**src/rtl/seg_poly_eval_pkg.sv**
```systemverilog
`default_nettype none
// ============================================================================
// Module   : seg_poly_eval_pkg
// Purpose  : Shared types, default widths and the saturation helper for the
//            segmented-polynomial evaluator family.
// Revision : 1.0 - initial release
// ============================================================================
package seg_poly_eval_pkg;

   // Default operand/result widths used by the evaluator and its variants
   localparam int DEF_IN_W   = 15;
   localparam int DEF_SEG_W  = 7;
   localparam int DEF_COEF_W = 18;
   localparam int DEF_OUT_W  = 16;

   // Evaluation sequencer states
   typedef enum logic [2:0] {
      ST_IDLE = 3'd0,
      ST_ADDR = 3'd1,
      ST_LOAD = 3'd2,
      ST_MAC  = 3'd3,
      ST_OUT  = 3'd4
   } state_t;

   // Clamp a wide signed value into the signed range of a w-bit word.
   // The caller truncates the return value to w bits.
   function automatic logic signed [63:0] sat_to_width(input logic signed [63:0] v,
                                                       input int w);
      logic signed [63:0] hi;
      logic signed [63:0] lo;
      hi = (64'sd1 <<< (w - 1)) - 64'sd1;
      lo = -(64'sd1 <<< (w - 1));
      if (v > hi)
         return hi;
      else if (v < lo)
         return lo;
      else
         return v;
   endfunction

endpackage
`default_nettype wire

```
**src/rtl/seg_poly_eval_if.sv**
```systemverilog
`default_nettype none
// ============================================================================
// Module   : seg_poly_eval_if
// Purpose  : Operand handshake and result bus of the polynomial evaluator.
//            master = upstream producer / downstream consumer side,
//            slave  = the evaluator itself.
// Revision : 1.0 - initial release
// ============================================================================
interface seg_poly_eval_if #(
   parameter int IN_W  = 15,
   parameter int SEG_W = 7,
   parameter int OUT_W = 16
) ();
   logic                    in_valid;
   logic                    in_ready;
   logic [IN_W-1:0]         dataa;
   logic [SEG_W-1:0]        segment;
   logic signed [OUT_W-1:0] result;
   logic                    done;
   logic                    busy;

   modport master (
      output in_valid, dataa, segment,
      input  in_ready, result, done, busy
   );

   modport slave (
      input  in_valid, dataa, segment,
      output in_ready, result, done, busy
   );
endinterface
`default_nettype wire

```
**src/rtl/seg_poly_eval_sat_mac.sv**
```systemverilog
`default_nettype none
// ============================================================================
// Module   : seg_poly_eval_sat_mac
// Purpose  : One Horner step: acc * x (x unsigned Q0.IN_W), arithmetic shift
//            back to the coefficient scale, add the next coefficient and
//            saturate to the signed COEF_W range. Purely combinational.
// Revision : 1.0 - initial release
// ============================================================================
module seg_poly_eval_sat_mac
   import seg_poly_eval_pkg::*;
#(
   parameter int IN_W   = 15,
   parameter int COEF_W = 18
) (
   input  logic signed [COEF_W-1:0] i_acc,
   input  logic [IN_W-1:0]          i_x,
   input  logic signed [COEF_W-1:0] i_coef,
   output logic signed [COEF_W-1:0] o_acc_next
);
   // Full product width: x is widened by one zero bit to stay non-negative
   localparam int P_W = COEF_W + IN_W + 1;

   logic signed [P_W-1:0] w_acc_ext;
   logic signed [P_W-1:0] w_x_ext;
   logic signed [P_W-1:0] w_coef_ext;
   logic signed [P_W-1:0] w_prod;
   logic signed [P_W-1:0] w_sum;
   logic signed [63:0]    w_sum64;

   // Multiply at full width so x = all-ones can never wrap before clamping
   always_comb begin
      w_acc_ext  = {{(P_W-COEF_W){i_acc[COEF_W-1]}}, i_acc};
      w_x_ext    = {{(P_W-IN_W){1'b0}}, i_x};
      w_coef_ext = {{(P_W-COEF_W){i_coef[COEF_W-1]}}, i_coef};
      w_prod     = w_acc_ext * w_x_ext;
      w_sum      = (w_prod >>> IN_W) + w_coef_ext;
      w_sum64    = {{(64-P_W){w_sum[P_W-1]}}, w_sum};
      o_acc_next = COEF_W'(sat_to_width(w_sum64, COEF_W));
   end

endmodule
`default_nettype wire

```
**src/rtl/seg_poly_eval.sv**
```systemverilog
`default_nettype none
// ============================================================================
// Module   : seg_poly_eval
// Purpose  : Segmented-polynomial evaluator. Accepts (x, segment), fetches
//            coefficients c_DEGREE..c_0 from a 1-cycle synchronous ROM and
//            evaluates the polynomial by saturating Horner iteration.
// Revision : 1.0 - initial release
// ============================================================================
module seg_poly_eval
   import seg_poly_eval_pkg::*;
#(
   parameter int IN_W      = DEF_IN_W,
   parameter int SEG_W     = DEF_SEG_W,
   parameter int DEGREE    = 2,
   parameter int COEF_W    = DEF_COEF_W,
   parameter int OUT_W     = DEF_OUT_W,
   parameter int OUT_SHIFT = 2,
   parameter int K_W       = $clog2(DEGREE + 1)
) (
   input  logic                     clk,
   input  logic                     rst,
   seg_poly_eval_if.slave           bus,
   output logic [SEG_W+K_W-1:0]     coef_addr,
   input  logic signed [COEF_W-1:0] coef_data
);

   state_t                  r_state;
   state_t                  w_next_state;
   logic [K_W-1:0]          r_k;
   logic [K_W-1:0]          w_k_dec;
   logic [IN_W-1:0]         r_x;
   logic [SEG_W-1:0]        r_seg;
   logic signed [COEF_W-1:0] r_acc;
   logic signed [COEF_W-1:0] w_acc_next;
   logic signed [63:0]      w_acc_next64;
   logic signed [OUT_W-1:0] w_res_next;
   logic signed [OUT_W-1:0] r_result;
   logic [SEG_W+K_W-1:0]    r_addr_hold;
   logic [SEG_W+K_W-1:0]    w_addr;
   logic                    w_in_ready;
   logic                    w_done;
   logic                    w_busy;

   seg_poly_eval_sat_mac #(
      .IN_W   (IN_W),
      .COEF_W (COEF_W)
   ) u_sat_mac (
      .i_acc      (r_acc),
      .i_x        (r_x),
      .i_coef     (coef_data),
      .o_acc_next (w_acc_next)
   );

   // Final scaling: shift the last accumulator value and clamp to OUT_W
   always_comb begin
      w_acc_next64 = {{(64-COEF_W){w_acc_next[COEF_W-1]}}, w_acc_next};
      w_res_next   = OUT_W'(sat_to_width(w_acc_next64 >>> OUT_SHIFT, OUT_W));
   end

   // Sequencer state register
   always_ff @(posedge clk or negedge rst) begin
      if (!rst)
         r_state <= ST_IDLE;
      else
         r_state <= w_next_state;
   end

   // Next state, handshake flags and the ROM address presented this cycle
   always_comb begin
      w_next_state = r_state;
      w_in_ready   = 1'b0;
      w_done       = 1'b0;
      w_busy       = 1'b1;
      w_addr       = r_addr_hold;
      w_k_dec      = (r_k == '0) ? '0 : r_k - K_W'(1);
      case (r_state)
         ST_IDLE: begin
            w_in_ready = 1'b1;
            w_busy     = 1'b0;
            if (bus.in_valid)
               w_next_state = ST_ADDR;
         end
         ST_ADDR: begin
            w_addr       = {r_seg, r_k};
            w_next_state = ST_LOAD;
         end
         ST_LOAD: begin
            w_addr       = {r_seg, r_k};
            w_next_state = ST_MAC;
         end
         ST_MAC: begin
            // Address of the coefficient consumed in the following MAC cycle
            w_addr = {r_seg, w_k_dec};
            if (r_k == '0)
               w_next_state = ST_OUT;
         end
         ST_OUT: begin
            w_done       = 1'b1;
            w_next_state = ST_IDLE;
         end
         default: begin
            w_busy       = 1'b0;
            w_next_state = ST_IDLE;
         end
      endcase
   end

   // Operand capture, term counter, Horner accumulator and result register
   always_ff @(posedge clk or negedge rst) begin
      if (!rst) begin
         r_k         <= '0;
         r_x         <= '0;
         r_seg       <= '0;
         r_acc       <= '0;
         r_result    <= '0;
         r_addr_hold <= '0;
      end else begin
         // Keeps coef_addr frozen once the sequencer leaves the MAC phase
         r_addr_hold <= w_addr;
         case (r_state)
            ST_IDLE: begin
               if (bus.in_valid) begin
                  r_x   <= bus.dataa;
                  r_seg <= bus.segment;
                  r_k   <= K_W'(DEGREE);
               end
            end
            ST_ADDR: r_k <= r_k - K_W'(1);
            ST_LOAD: r_acc <= coef_data;
            ST_MAC: begin
               r_acc <= w_acc_next;
               if (r_k == '0)
                  r_result <= w_res_next;
               else
                  r_k <= r_k - K_W'(1);
            end
            default: ;
         endcase
      end
   end

   assign coef_addr    = w_addr;
   assign bus.in_ready = w_in_ready;
   assign bus.done     = w_done;
   assign bus.busy     = w_busy;
   assign bus.result   = r_result;

endmodule
`default_nettype wire

```
**src/flat_wrapper.sv**
```systemverilog
// flat-port wrapper written by rule: the top's interface ports become plain ports
module seg_poly_eval_flat import seg_poly_eval_pkg::*;
#(
   parameter int IN_W      = DEF_IN_W,
   parameter int SEG_W     = DEF_SEG_W,
   parameter int DEGREE    = 2,
   parameter int COEF_W    = DEF_COEF_W,
   parameter int OUT_W     = DEF_OUT_W,
   parameter int OUT_SHIFT = 2,
   parameter int K_W       = $clog2(DEGREE + 1)
)
  (clk, rst, coef_addr, coef_data, bus_in_valid, bus_dataa, bus_segment, bus_in_ready, bus_result, bus_done, bus_busy);
  seg_poly_eval_if #(.IN_W(IN_W), .SEG_W(SEG_W), .OUT_W(OUT_W)) bus_i ();
  input  logic clk;
  input  logic rst;
  output logic [SEG_W+K_W-1:0] coef_addr;
  input  logic signed [COEF_W-1:0] coef_data;
  input wire logic [$bits(bus_i.in_valid)-1:0] bus_in_valid;
  input wire logic [$bits(bus_i.dataa)-1:0] bus_dataa;
  input wire logic [$bits(bus_i.segment)-1:0] bus_segment;
  output wire logic [$bits(bus_i.in_ready)-1:0] bus_in_ready;
  output wire logic [$bits(bus_i.result)-1:0] bus_result;
  output wire logic [$bits(bus_i.done)-1:0] bus_done;
  output wire logic [$bits(bus_i.busy)-1:0] bus_busy;
  assign bus_i.in_valid = bus_in_valid;
  assign bus_i.dataa = bus_dataa;
  assign bus_i.segment = bus_segment;
  assign bus_in_ready = bus_i.in_ready;
  assign bus_result = bus_i.result;
  assign bus_done = bus_i.done;
  assign bus_busy = bus_i.busy;
  seg_poly_eval #(.IN_W(IN_W), .SEG_W(SEG_W), .DEGREE(DEGREE), .COEF_W(COEF_W), .OUT_W(OUT_W), .OUT_SHIFT(OUT_SHIFT), .K_W(K_W)) u_core (.clk(clk), .rst(rst), .bus(bus_i), .coef_addr(coef_addr), .coef_data(coef_data));
endmodule
```
**config.mk**
```make
export PLATFORM = sky130hd
export DESIGN_NAME = seg_poly_eval_flat
export DESIGN_NICKNAME = d
export VERILOG_FILES = /design/src/rtl/seg_poly_eval_pkg.sv /design/src/rtl/seg_poly_eval_if.sv /design/src/rtl/seg_poly_eval_sat_mac.sv /design/src/rtl/seg_poly_eval.sv /design/src/flat_wrapper.sv
export SDC_FILE = /design/constraint.sdc
export NUM_CORES = 1
export LEC_CHECK = 0
export CAP_MARGIN = 20
export CORE_ASPECT_RATIO = 0.9
export CORE_MARGIN = 2
export CORE_UTILIZATION = 60
export DETAILED_ROUTE_END_ITERATION = 10
export PLACE_DENSITY = 0.79
export REMOVE_ABC_BUFFERS = 1
export SLEW_MARGIN = 20
export SYNTH_ARGS = -nofsm -noshare
export SYNTH_HDL_FRONTEND = slang
export SYNTH_SLANG_ARGS = --single-unit
```
**constraint.sdc**
```tcl
create_clock -name clk -period 19.5 [get_ports clk]
set_input_delay 5.85 -clock clk [delete_from_list [all_inputs] [get_ports clk]]
set_output_delay 5.85 -clock clk [all_outputs]
set_load 0.005 [all_outputs]
```
==> out/results.md <==
- **Inserted Clock Buffers** 9
- **router iterations before antenna repair** 5
- **CTS tree** built
- **final period demand of the worst path** 8.87 ns
- **number of nets with antenna violations after routing** 0
- **maximum capacitance violations** 0
- **number of placement rows** 52
- **layout cells sized above 1** 4.82%
- **clock latency on the worst-skew pair** 0.34 ns
- **number of buffers added on ports** 70
- **GRT Total Usage** 28.0%
- **count of pins on the block boundary** 71
- **Die X-Extent** 164 um
- **placed wire-length estimate after detailed placement** 25.0 mm
- **share of the yosys chip area belonging to registers** 12.7%
- **count of clock tree sinks** 70
- **run status** finished clean
- **headroom to the max-slew limit** 34.2%
- **buffers from clock root to sink, at most** 2
- **total core area** 22600 sq um
- **CTS clk-pin slew, worst paths** 0.07 ns
- **FF-to-FF setup slack** 10.63 ns
- **sort of element at the start of the critical path** register
- **post-CTS setup buffer count** 0
- **Final #Nets** 1929
- **number of global-route vias before repair** 11000
- **Crit Reg-Reg Endpoint** u_core.r_acc[2]$_DFFE_PN0P_
- **crit end category** register
- **initial antenna violation count** 0
- **total detailed-routing wirelength** 31.2 mm
- **layout overhead on the synthesized area** 8.38%
- **via total after detailed routing** 10100
- **leading cell types in the layout, fill and taps excluded** inv_1, fa_1, nand2_1
- **warnings from Yosys** 0
- **number of enable-type register cells in the synthesized netlist** 0
- **hold buffer count at cts** 0
- **count of inserted antenna diode cells** 0
- **most common library cell in the layout ignoring fill and taps** inv_1
- **die height** 148 um
- **final setup TNS** 0 ns
- **critical-path maximum fanout** 21
- **Initial Utilization** 61.2%
- **data required time at the worst endpoint** 19.70 ns
- **maximum number of pins on one net before global-route repair** 71
- **residual overflow from global routing** 0
- **transition at the pin with the smallest max-transition slack** 0.986 ns
- **Crit path arrival time** 9.06 ns
- **DR vias/cell** 5.56
- **Cell Area, Synth** 13800 sq um
- **source of the critical timing path** u_core.r_x[7]$_DFFE_PN0P_
- **cell chosen for the clock root** clkbuf_16
- **end of the worst hold path** u_core.r_addr_hold[4]$_DFF_PN0_
- **fraction of the cycle the final worst path needs** 45.5%
- **number of flip-flops and latches in the synthesized netlist** 70
- **Synth Area per Inst** 9.30 sq um
- **DIE AREA** 24300 sq um
- **maximum clock skew at final layout** 0.0144 ns
- **path class of the lowest-slack min-delay path** reg2reg
- **type of the worst setup path** reg2reg
- **Avg WL per Cell** 17.3 um
- **global-route wire length before repair** 53.6 mm
- **Hold Path Cell Cnt** 1
- **cell count after synthesis** 1486
- **final RePlAce weighted congestion** 0.922
- **worst reg2reg path startpoint** u_core.r_x[7]$_DFFE_PN0P_
- **setup repair after global routing missed its margin** no
- **Initial DRC Count** 578
- **source of the worst hold timing path** u_core.r_addr_hold[4]$_DFF_PN0_
- **Slowest-stage cell, CP** dfrtp_1
- **# resized after CTS** 0
- **number of H-tree branching levels** 3
- **final hold violations** 0
- **DRC viols** 0
- **Final Max Slew Viols** 0
- **most prevalent standard cell on the critical path** fa_1
- **synth unique cells** 56
- **max incr delay on CP** 0.99 ns
- **Primary FF master, synth** dfrtp_1
- **highest clock frequency the design can meet** 113 MHz
- **cell depth of the worst flop-to-flop path** 30
- **share of flip-flops with an asynchronous set or reset** 100%
- **# setup viols final** 0
-- cells by family after synthesis --
family,after synthesis,share of synthesized area (%)
compound gates,160,7.10
xor+xnor,48,3.04
fa+ha+maj,377,48.9
buf+inv,391,10.8
flops,70,12.7
mux,32,2.58
simple gates,408,14.9
-- metrics by stage --
step	cells	hold slack (ns)	utilization [%]	worst slack, ns	cell area [sq um]
2_1_floorplan	1423	0.473	-	11.33	13600
3_3_place_gp	1795	0.473	65.0	10.56	14700
3_5_place_dp	1795	0.482	65.0	10.47	14700
4_1_cts	1811	0.500	66.3	10.60	15000
5_1_grt	1811	0.509	66.3	9.97	15000
6_report	1811	0.494	66.3	10.63	15000
-- area by class of cell --
type,instances,area [sq um]
clock buffers,9,225
clock inverters,7,81.3
fillers,1773,7600
repair buffers,75,736
multi-input cells,1025,10600
inverters,328,1230
flip-flops and latches,70,1750
well taps,297,372
-- synthesized netlist by cell type (2+ instances only) --
library cell  instances  area share, %
buf_2                 2          0.072
nor3b_1               3           0.16
nand2b_1              6           0.27
o31ai_1               2           0.11
o211ai_2              2           0.18
or3_1                10           0.45
nor4_2                7           0.63
a211oi_2              2           0.18
mux2i_1               3           0.22
a41oi_1               2           0.13
a31oi_1               5           0.23
nand4_1               3           0.14
xor2_1               12           0.76
a211oi_1              7           0.38
fa_1                272             39
inv_1               328            8.9
nor2_1               25           0.68
clkbuf_1             53            1.4
mux2_2               29            2.4
nand2_1             187            5.1
a21oi_1              45            1.6
dfrtp_1              70             13
ha_1                105            9.5
o211ai_1              2           0.11
o21a_1                3           0.16
o21ai_1              10           0.36
buf_1                 5           0.14
nor2b_1               3           0.14
a21o_1               15           0.82
xnor2_1              36            2.3
and2_1              129            5.8
buf_6                 2           0.16
nand3_1               9           0.33
nor3_1               18           0.65
o21bai_1              3           0.16
o21ai_0              51            1.8
-- sequential cells by signal, indices dropped and copies added (netlist names) --
signal / count
u_core.r_k: 2
u_core.r_seg: 7
u_core.r_acc: 18
u_core.r_x: 15
u_core.bus.result: 16
u_core.r_addr_hold: 9
u_core.r_state: 3
-- worst max-delay path: cells and delay by family (launching register included) --
family / cells / cell delay, ns
compound gates: 12 / 2.94
buf+inv: 5 / 0.32
simple gates: 4 / 0.78
fa+ha+maj: 8 / 3.52
flops: 1 / 0.99
xor+xnor: 1 / 0.15
-- worst max path at each step --
stage	depth (start not counted)	endpoint	slack [ns]
CTS	29	u_core.r_acc[2]$_DFFE_PN0P_	10.60
detailed placement	11	u_core.r_acc[8]$_DFFE_PN0P_	10.47
global route	30	u_core.r_acc[2]$_DFFE_PN0P_	9.97
floorplan	10	u_core.r_acc[10]$_DFFE_PN0P_	11.33
global placement	11	u_core.r_acc[6]$_DFFE_PN0P_	10.56
finish	30	u_core.r_acc[2]$_DFFE_PN0P_	10.63
-- routing by layer --
layer | vias to the layer above | wire length [um] | track usage, %
li1 | 4545 | - | -
met1 | 5157 | 13100 | 38.0
met2 | 310 | 15600 | 47.8
met3 | 54 | 1880 | 3.98
met4 | 0 | 676 | 6.71
met5 | - | 0 | 0
Power is not shown: default switching activity piles up to over one toggle a cycle in this logic, so the estimate is an artifact.
